[src/rtl/arb_pkg.sv]
// Shared types and helpers for the parametrised round-robin arbiter.
package arb_pkg;

  typedef enum logic {IDLE, BUSY} arb_state_e;

  // Widest request vector the index helper accepts.
  localparam int ARB_MAX_REQ = 64;

  // Binary index of a one-hot (or zero) vector; zero maps to 0.
  function automatic int unsigned onehot_to_bin(input logic [ARB_MAX_REQ-1:0] v);
    int unsigned idx;
    idx = 0;
    for (int i = 0; i < ARB_MAX_REQ; i++) begin
      if (v[i]) idx = idx | i;
    end
    return idx;
  endfunction

endpackage

[src/rtl/rr_priority_select.sv]
// Round-robin winner selection: first set request at or after ptr, wrapping.
module rr_priority_select #(
  parameter int N_REQ = 4,
  localparam int ID_W = $clog2(N_REQ)
) (
  input  logic [N_REQ-1:0] req,
  input  logic [ID_W-1:0]  ptr,
  output logic [N_REQ-1:0] winner,
  output logic             any_req
);

  logic [N_REQ-1:0]   mask;
  logic [2*N_REQ-1:0] dbl;
  logic [2*N_REQ-1:0] iso;

  always_comb begin
    mask = '0;
    for (int i = 0; i < N_REQ; i++) begin
      mask[i] = (ID_W'(i) >= ptr);
    end
  end

  // Lower half holds requests at/above ptr, upper half the wrapped-around copy,
  // so isolating the lowest set bit yields the cyclic first requester.
  assign dbl     = {req, req & mask};
  assign iso     = dbl & (-dbl);
  assign winner  = iso[N_REQ-1:0] | iso[2*N_REQ-1:N_REQ];
  assign any_req = |req;

endmodule

[src/rtl/rr_arbiter_param.sv]
// N-way round-robin arbiter with registered one-hot grant held until ack,
// request drop or hold timeout; re-arbitrates on release with no idle gap.
module rr_arbiter_param
  import arb_pkg::*;
#(
  parameter int N_REQ    = 4,
  parameter int MAX_HOLD = 16,
  localparam int ID_W    = $clog2(N_REQ)
) (
  input  logic             clock,
  input  logic             reset,
  input  logic [N_REQ-1:0] req,
  input  logic             ack,
  output logic [N_REQ-1:0] grant,
  output logic             grant_valid,
  output logic [ID_W-1:0]  grant_id,
  output logic             timeout
);

  localparam int CNT_W = (MAX_HOLD > 1) ? $clog2(MAX_HOLD) : 1;
  localparam logic [CNT_W-1:0] HOLD_LAST = (MAX_HOLD > 0) ? CNT_W'(MAX_HOLD - 1) : '0;

  arb_state_e       state;
  logic [ID_W-1:0]  ptr;
  logic [CNT_W-1:0] hold_cnt;

  logic [ID_W-1:0]  arb_ptr;
  logic [ID_W-1:0]  next_ptr;
  logic [N_REQ-1:0] winner;
  logic [ID_W-1:0]  winner_id;
  logic             any_req;
  logic             holder_req;
  logic             to_hit;
  logic             rel;

  // grant_id always names the holder while BUSY.
  assign holder_req = req[grant_id];
  assign to_hit     = (MAX_HOLD != 0) && (hold_cnt == HOLD_LAST);
  assign rel        = ack || !holder_req || to_hit;
  assign next_ptr   = (grant_id == ID_W'(N_REQ - 1)) ? '0 : grant_id + ID_W'(1);
  assign arb_ptr    = (state == BUSY && rel) ? next_ptr : ptr;
  assign winner_id  = ID_W'(onehot_to_bin(ARB_MAX_REQ'(winner)));

  rr_priority_select #(.N_REQ(N_REQ)) u_select (
    .req     (req),
    .ptr     (arb_ptr),
    .winner  (winner),
    .any_req (any_req)
  );

  always_ff @(posedge clock or posedge reset) begin
    if (reset) begin
      state       <= IDLE;
      ptr         <= '0;
      hold_cnt    <= '0;
      grant       <= '0;
      grant_valid <= 1'b0;
      grant_id    <= '0;
      timeout     <= 1'b0;
    end else begin
      case (state)
        IDLE: begin
          timeout <= 1'b0;
          if (any_req) begin
            state       <= BUSY;
            grant       <= winner;
            grant_valid <= 1'b1;
            grant_id    <= winner_id;
            hold_cnt    <= '0;
          end
        end
        BUSY: begin
          if (rel) begin
            ptr      <= next_ptr;
            hold_cnt <= '0;
            // A forced release that coincides with ack or a drop counts as that.
            timeout  <= to_hit && !ack && holder_req;
            if (any_req) begin
              grant       <= winner;
              grant_valid <= 1'b1;
              grant_id    <= winner_id;
            end else begin
              state       <= IDLE;
              grant       <= '0;
              grant_valid <= 1'b0;
              grant_id    <= '0;
            end
          end else begin
            timeout <= 1'b0;
            if (MAX_HOLD != 0 && hold_cnt != HOLD_LAST) hold_cnt <= hold_cnt + CNT_W'(1);
          end
        end
        default: state <= IDLE;
      endcase
    end
  end

endmodule

[config.mk]
export PLATFORM = sky130hd
export DESIGN_NAME = rr_arbiter_param
export DESIGN_NICKNAME = d
export VERILOG_FILES = /design/src/rtl/arb_pkg.sv /design/src/rtl/rr_priority_select.sv /design/src/rtl/rr_arbiter_param.sv
export SDC_FILE = /design/constraint.sdc
export NUM_CORES = 1
export LEC_CHECK = 0
export BUFFER_PORTS_ARGS = -buffer_cell sky130_fd_sc_hd__buf_2
export CORE_MARGIN = 5
export CORE_UTILIZATION = 30
export CTS_CLUSTER_DIAMETER = 40
export DETAILED_ROUTE_END_ITERATION = 10
export HOLD_SLACK_MARGIN = 0.06
export PLACE_DENSITY = 0.46
export REMOVE_ABC_BUFFERS = 1
export SYNTH_ARGS = -nofsm -noshare
export SYNTH_HDL_FRONTEND = slang
export SYNTH_HIERARCHICAL = 1
export SYNTH_SLANG_ARGS = --single-unit
[constraint.sdc]
create_clock -name clock -period 7.5 [get_ports clock]
set_input_delay 1.5 -clock clock [delete_from_list [all_inputs] [get_ports clock]]
set_output_delay 1.5 -clock clock [all_outputs]
set_load 0.01 [all_outputs]
==> metrics.yaml, run 1 <==
logic_synthesis:
  ys_warn_count: 6
  syn_area_sq_um: 852.1
  ys.flop_type: "dfrtp_1"
  synth-seq-area-share: 0.4405
  synth_top_family_by_area: "compound AO/OA/AOI/OAI gates"
  ys_ff_latch: 15
  synth_compound_gate_area_share: 0.2775
  synth_mux_area_frac: 0.07930
  synth_edf_count: 0
  syn_area_per_cell_sq_um: 10.39
  ys_types: 30
  synth_fa_ha_area_frac: 0.02937
  synth_simple_gate_area_frac: 0.1410
  syn_inst: 82
  synthArstFlopShare: 1.000
  synth_xor_area_frac: 0.01028
clock_tree:
  cts_sinks: 15
  cts_buffers: 3
  cts_buffer_depth: 2
  cts_setup_buffers: 0
  cts_hold_buf: 0
  clkTransAtPathRegs_ns: 0.10
  clockRootBuffer: "clkbuf_4"
  clock_latency_ns: 0.29
  htree_num_levels: 1
  cts_tree: "built"
  cts.repair.resized: 0
detailed_routing:
  routedWlPerCell_um: 14.85
  drcViolationCount: 0
  antenna_left: 0
  finalWirelength_mm: 1.931
  vias_per_cell: 5.485
  drtPass1Iterations: 4
  vias: 713
  initialDrtViolationCount: 20
job:
  maxCapViolations: 0
power:
  p_per_area_nw_per_um2: 341.0
  combinationalPowerShare: 0.494
  leakage_nw: 0.4379
  internal_power_mw: 0.2029
  ir_worst_vdd_v: 0.0001312
  power.switching_mw: 0.1328
  finalPower_mw: 0.3357
  pwr-share-seq: 0.364
  swShare: 0.3956
  clkPwrFrac: 0.142
outcome:
  status: "finished clean"
global_route:
  antenna_found_initial: 0
  grt_max_degree: 16
  grt_pass1_wl_mm: 3.463
  grt_usage: 0.1066
  overflow: 0
  grt_pass1_vias: 741
setup_path:
  crit_chain: "buf_2 -> mux4_2 -> a21boi_4 -> mux2_2 -> inv_1 -> a21oi_1 -> o221a_1 -> o21ai_0 -> a21oi_1 -> a211o_1"
  cp-start-kind: "primary input"
  crit_top_cell: "a21oi_1"
  max_stage_delay_ns: 0.60
  cp.arrival_ns: 3.88
  crit_path_max_fanout: 9
  crit_path_end_kind: "flop"
  crit_type: "primary input to flop"
  slowest_stage: "mux4_2"
  required_ns: 7.69
timing:
  period_minus_slack_ns: 3.691
  slew_headroom: 0.5874
  finalSetupViolCount: 0
  worst_pin_slew_ns: 0.6182
  hold_viol: 0
  slew_violations: 0
  finalSetupTns_ns: 0
  fmax_ghz: 0.2709
  skew_ns: 0.008294
  post-route-period-util: 0.4921
  setup_slack_ns: 3.809
  rsz0062_at_grt: "no"
min_path:
  hp-class: "flop to flop"
placed_design:
  place_ws_ns: 3.498
  io_buffers: 14
  dp_hpwl_mm: 1.435
  gp_congestion: 0.7860
layout:
  fillCellCount: 289
  nets: 109
  n_antenna_cell: 0
  synthToLayoutAreaGrowth_pct: 15.57
  multi_input_area_sq_um: 457.9
  seq_area_sq_um: 375.4
  drive_gt1_frac: 0.3131
floorplanning:
  start_util: 0.3117
  fp.dieArea_sq_um: 4006
  num_rows: 19
  ios: 15
  dieHeight_um: 63.30
  die_w_um: 63.30
  core_sq_um: 2734
final timing paths:
path | end | cells after the start | from | slack [ns]
min | grant[1] | 1 | grant[1] | 0.51
max | grant_id[1] | 10 | req[2] | 3.81
max in group asynchronous | hold_cnt[2] | 2 | reset | 5.83
min reg2reg | grant[1] | 1 | grant[1] | 0.51
min in group asynchronous | grant_id[1] | 2 | reset | 1.27
max reg2reg | grant_id[1] | 9 | grant_id[0] | 4.68
cells by family (layout without fill, tap and decap cells):
group	after synthesis	after routing
DFF	15	15
xor gates and xnor gates	1	1
AOI/OAI and AO/OA	30	30
adders and majority gates	2	2
buffers and inverters	5	22
muxes	5	5
and+or+nand+nor	24	24
critical path: cells and delay by family:
family                 cells  cell delay, ns
AOI/OAI and AO/OA          6            1.09
muxes                      2            1.02
buffers and inverters      2            0.26
routing by layer:
| metal | vias up | GRT usage | part of all wire |
|---|---|---|---|
| met2 | 19 | 0.1628 | 0.48 |
| li1 | 346 | - | - |
| met4 | 0 | 0.06234 | 0.013 |
| met3 | 2 | 0.01421 | 0.037 |
| met5 | - | 0 | 0 |
| met1 | 346 | 0.1425 | 0.47 |
power by group through the flow:
stage | Sequential [mW] | Combinational, mW | Clock [mW]
floorplan | 0.128 | 0.118 | 0
global placement | 0.125 | 0.164 | 0
detailed placement | 0.125 | 0.168 | 0
CTS | 0.123 | 0.168 | 0.0499
global route | 0.128 | 0.186 | 0.0527
finish | 0.122 | 0.166 | 0.0476
layout by cell type (no fill, tap or decap), drive strengths merged, types with 3 or more instances in the layout:
cell type and count:
o21ai 6, nand3 4, mux2 4, inv 4, clkbuf 3, a21oi 5
nand2b 3, buf 14, a31oi 3, dfrtp 15, nand2 5, a32o 4
nor2 8
Yosys cell counts, types with 2 or more instances:
library cell | count | area [sq um]
dfrtp_1 | 15 | 375.4
nor2_1 | 8 | 30.03
o21ai_0 | 6 | 30.03
a21oi_1 | 5 | 25.02
nand2_1 | 5 | 18.77
a32o_1 | 4 | 40.04
inv_1 | 4 | 15.01
mux2_2 | 4 | 45.04
nand3_1 | 4 | 20.02
a31oi_1 | 3 | 18.77
nand2b_1 | 3 | 18.77
ha_1 | 2 | 25.02
o22ai_1 | 2 | 12.51
metrics by stage:
step	hold WS [ns]	cell area [sq um]	std cells	utilization
6_report	0.5061	984.7	130	0.3602
5_1_grt	0.5336	984.7	130	0.3602
4_1_cts	0.5112	984.7	130	0.3602
3_5_place_dp	0.4882	957.2	126	0.3501
3_3_place_gp	0.4756	957.2	126	0.3501
2_1_floorplan	0.4766	848.3	81	-
layout make-up:
class	count	share of cell area
Sequential cell	15	0.3812
Tap cell	31	0.03939
Clock inverter	1	0.005083
Multi-Input combinational cell	62	0.4651
Timing Repair Buffer	14	0.07116
Inverter	4	0.01525
Clock buffer	3	0.02287
registers in the layout, summed over array words and instances, names as in the netlist:
| name | cells |
|---|---|
| grant_id | 2 |
| grant_valid | 1 |
| timeout | 1 |
| hold_cnt | 4 |
| grant | 4 |
| ptr | 2 |
| state | 1 |
Power figures use the tool's default switching activity.
==> run 2: changes to the inputs <==
==> constraint.sdc (replaced) <==
create_clock -name clock -period 3.85 [get_ports clock]
set_input_delay 0.77 -clock clock [delete_from_list [all_inputs] [get_ports clock]]
set_output_delay 0.77 -clock clock [all_outputs]
set_load 0.01 [all_outputs]
==> run 2 against run 1 <==
Global-route usage grew 0.053 points; power increased by 94%; first-iteration DRC count grew 60%; critical path depth unchanged; register-to-register slack got worse by 3.7 ns; clock skew is 0.0055 ns lower; clock power up 92%; design area down 0.13%; die area stayed put; largest power group unchanged.
==> metrics.yaml, run 2 (synthesis gave the netlist of run 1 again) <==
placed_design:
  io_buffers: 14  # unchanged
  dpl_cell_area_sq_um: 957.2  # unchanged
  place_ws_ns: 0.5737  # was 3.498 ns
  gp_congestion: 0.7541  # was 0.7860
  dp_hpwl_mm: 1.432  # was 1.435 mm
detailed_routing:
  drtPass1Iterations: 4  # unchanged
  vias_per_cell: 5.469  # was 5.485
  initialDrtViolationCount: 32  # was 20
  finalWirelength_mm: 1.898  # was 1.931 mm
  drcViolationCount: 0  # unchanged
  antenna_left: 0  # unchanged
  vias: 711  # was 713
  routedWlPerCell_um: 14.60  # was 14.85 um
clock_tree:
  clkTransAtPathRegs_ns: 0.09  # was 0.10 ns
  clock_latency_ns: 0.28  # was 0.29 ns
  clockRootBuffer: "clkbuf_4"  # unchanged
  cts_sinks: 15  # unchanged
  cts_hold_buf: 0  # unchanged
  cts_buffer_depth: 2  # unchanged
  cts_tree: "built"  # unchanged
  cts.repair.resized: 0  # unchanged
  cts_buffers: 3  # unchanged
  cts_setup_buffers: 0  # unchanged
  htree_num_levels: 1  # unchanged
global_route:
  grt_max_degree: 16  # unchanged
  grt_pass1_wl_mm: 3.491  # was 3.463 mm
  grt_usage: 0.1071  # was 0.1066
  overflow: 0  # unchanged
  antenna_found_initial: 0  # unchanged
  grt_pass1_vias: 711  # was 741
layout:
  synthToLayoutAreaGrowth_pct: 15.42  # was 15.57%
  nets: 109  # unchanged
  final_area_sq_um: 983.4  # was 984.7 sq um
  n_antenna_cell: 0  # unchanged
  fillCellCount: 270  # was 289
  drive_gt1_frac: 0.3030  # was 0.3131
  top_regs: "grant: 4 flops, hold_cnt: 4 flops"  # unchanged
  layout_common_cells: "dfrtp_1, buf_2, nor2_1"  # unchanged
  final_common_cell: "dfrtp_1"  # unchanged
timing:
  slew_violations: 0  # unchanged
  hold_viol: 0  # unchanged
  period_minus_slack_ns: 2.995
  slew_headroom: 0.5908  # was 0.5874
  worst_pin_slew_ns: 0.6131  # was 0.6182 ns
  skew_ns: 0.002757  # was 0.008294 ns
  finalSetupViolCount: 0  # unchanged
  finalSetupTns_ns: 0  # unchanged
  hold_ws_ns: 0.4958  # was 0.5061 ns
  post-route-period-util: 0.7778
  setup_slack_ns: 0.8555  # was 3.809 ns
  fmax_ghz: 0.3339
  rsz0062_at_grt: "no"  # unchanged
job:
  maxCapViolations: 0  # unchanged
min_path:
  hp-class: "flop to flop"  # unchanged
floorplanning:
  fp.dieArea_sq_um: 4006  # unchanged
  dieHeight_um: 63.30  # unchanged
  num_rows: 19  # unchanged
  start_util: 0.3117  # unchanged
  ios: 15  # unchanged
  core_sq_um: 2734  # unchanged
  die_w_um: 63.30  # unchanged
setup_path:
  cp-start-kind: "primary input"  # unchanged
  max_stage_delay_ns: 0.60  # about the same
  cp.arrival_ns: 3.17  # was 3.88 ns
  slowest_stage: "mux4_2"  # unchanged
  required_ns: 4.02  # was 7.69 ns
  crit_top_cell: "a21oi_1"  # unchanged
  crit_chain: "buf_2 -> mux4_2 -> a21boi_4 -> mux2_2 -> inv_1 -> a21oi_1 -> o221a_1 -> o21ai_0 -> a21oi_1 -> a211o_1"  # unchanged
  crit_type: "primary input to flop"  # unchanged
  crit_path_max_fanout: 9  # unchanged
  crit_path_end_kind: "flop"  # unchanged
outcome:
  status: "finished clean"  # unchanged
power:
  p_per_area_nw_per_um2: 662.2  # was 341.0 nW/um^2
  ir_worst_vdd_v: 0.0002522  # was 0.0001312 V
  leakage_nw: 0.4351  # was 0.4379 nW
## run 2: changes by cell type in the layout (fill, tap and decap cells not counted)
| cell | before | now |
|---|---|---|
| clkinv_2 | 1 | 0 |
| clkbuf_1 | 0 | 1 |
## run 2: through the flow
stage	instances	util	power, mW
after floorplan	81	-	0.4775
after global placement	126	0.3501	0.5628
after detailed placement	126	0.3501	0.5651
after CTS	130	0.3597	0.6580
after global routing	130	0.3597	0.7130
final	130	0.3597	0.6512
## run 2: metal layers
layer	vias to the layer above	track usage	share of wire
met5	-	0	0
met4	0	0.05455	0.023
met3	5	0.01421	0.030
met2	14	0.1667	0.45
met1	351	0.1443	0.49
li1	341	-	-
## run 2: area by class of cell
| class | instances | area [sq um] | share of cell area |
|---|---|---|---|
| Clock buffer | 4 | 26.28 | 0.02672 |
| Tap cell | 31 | 38.79 | 0.03944 |
| Inverter | 4 | 15.01 | 0.01527 |
| Sequential cell | 15 | 375.4 | 0.3817 |
| Timing Repair Buffer | 14 | 70.07 | 0.07125 |
| Multi-Input combinational cell | 62 | 457.9 | 0.4656 |
## run 2: power by group
group          leakage, nW  internal (mW)  switching [mW]
Sequential           0.189          0.203          0.0369
Clock               0.0150         0.0402          0.0514
Combinational        0.232          0.154           0.166
## run 2: critical path: cells and delay by family
family | cells | cell delay [ns]
muxes | 2 | 1.01
AOI/OAI and AO/OA | 6 | 1.13
buffers and inverters | 2 | 0.25
## run 2: path summary, 6_finish.rpt
| path | start | end | slack (ns) | cells after the start |
|---|---|---|---|---|
| max in group asynchronous | reset | timeout | 2.91 | 2 |
| min reg2reg | grant[0] | grant[0] | 0.50 | 1 |
| max reg2reg | grant_id[0] | grant_id[1] | 0.98 | 9 |
| max | req[2] | grant_id[1] | 0.86 | 10 |
| min | grant[0] | grant[0] | 0.50 | 1 |
| min in group asynchronous | reset | grant_valid | 0.55 | 2 |
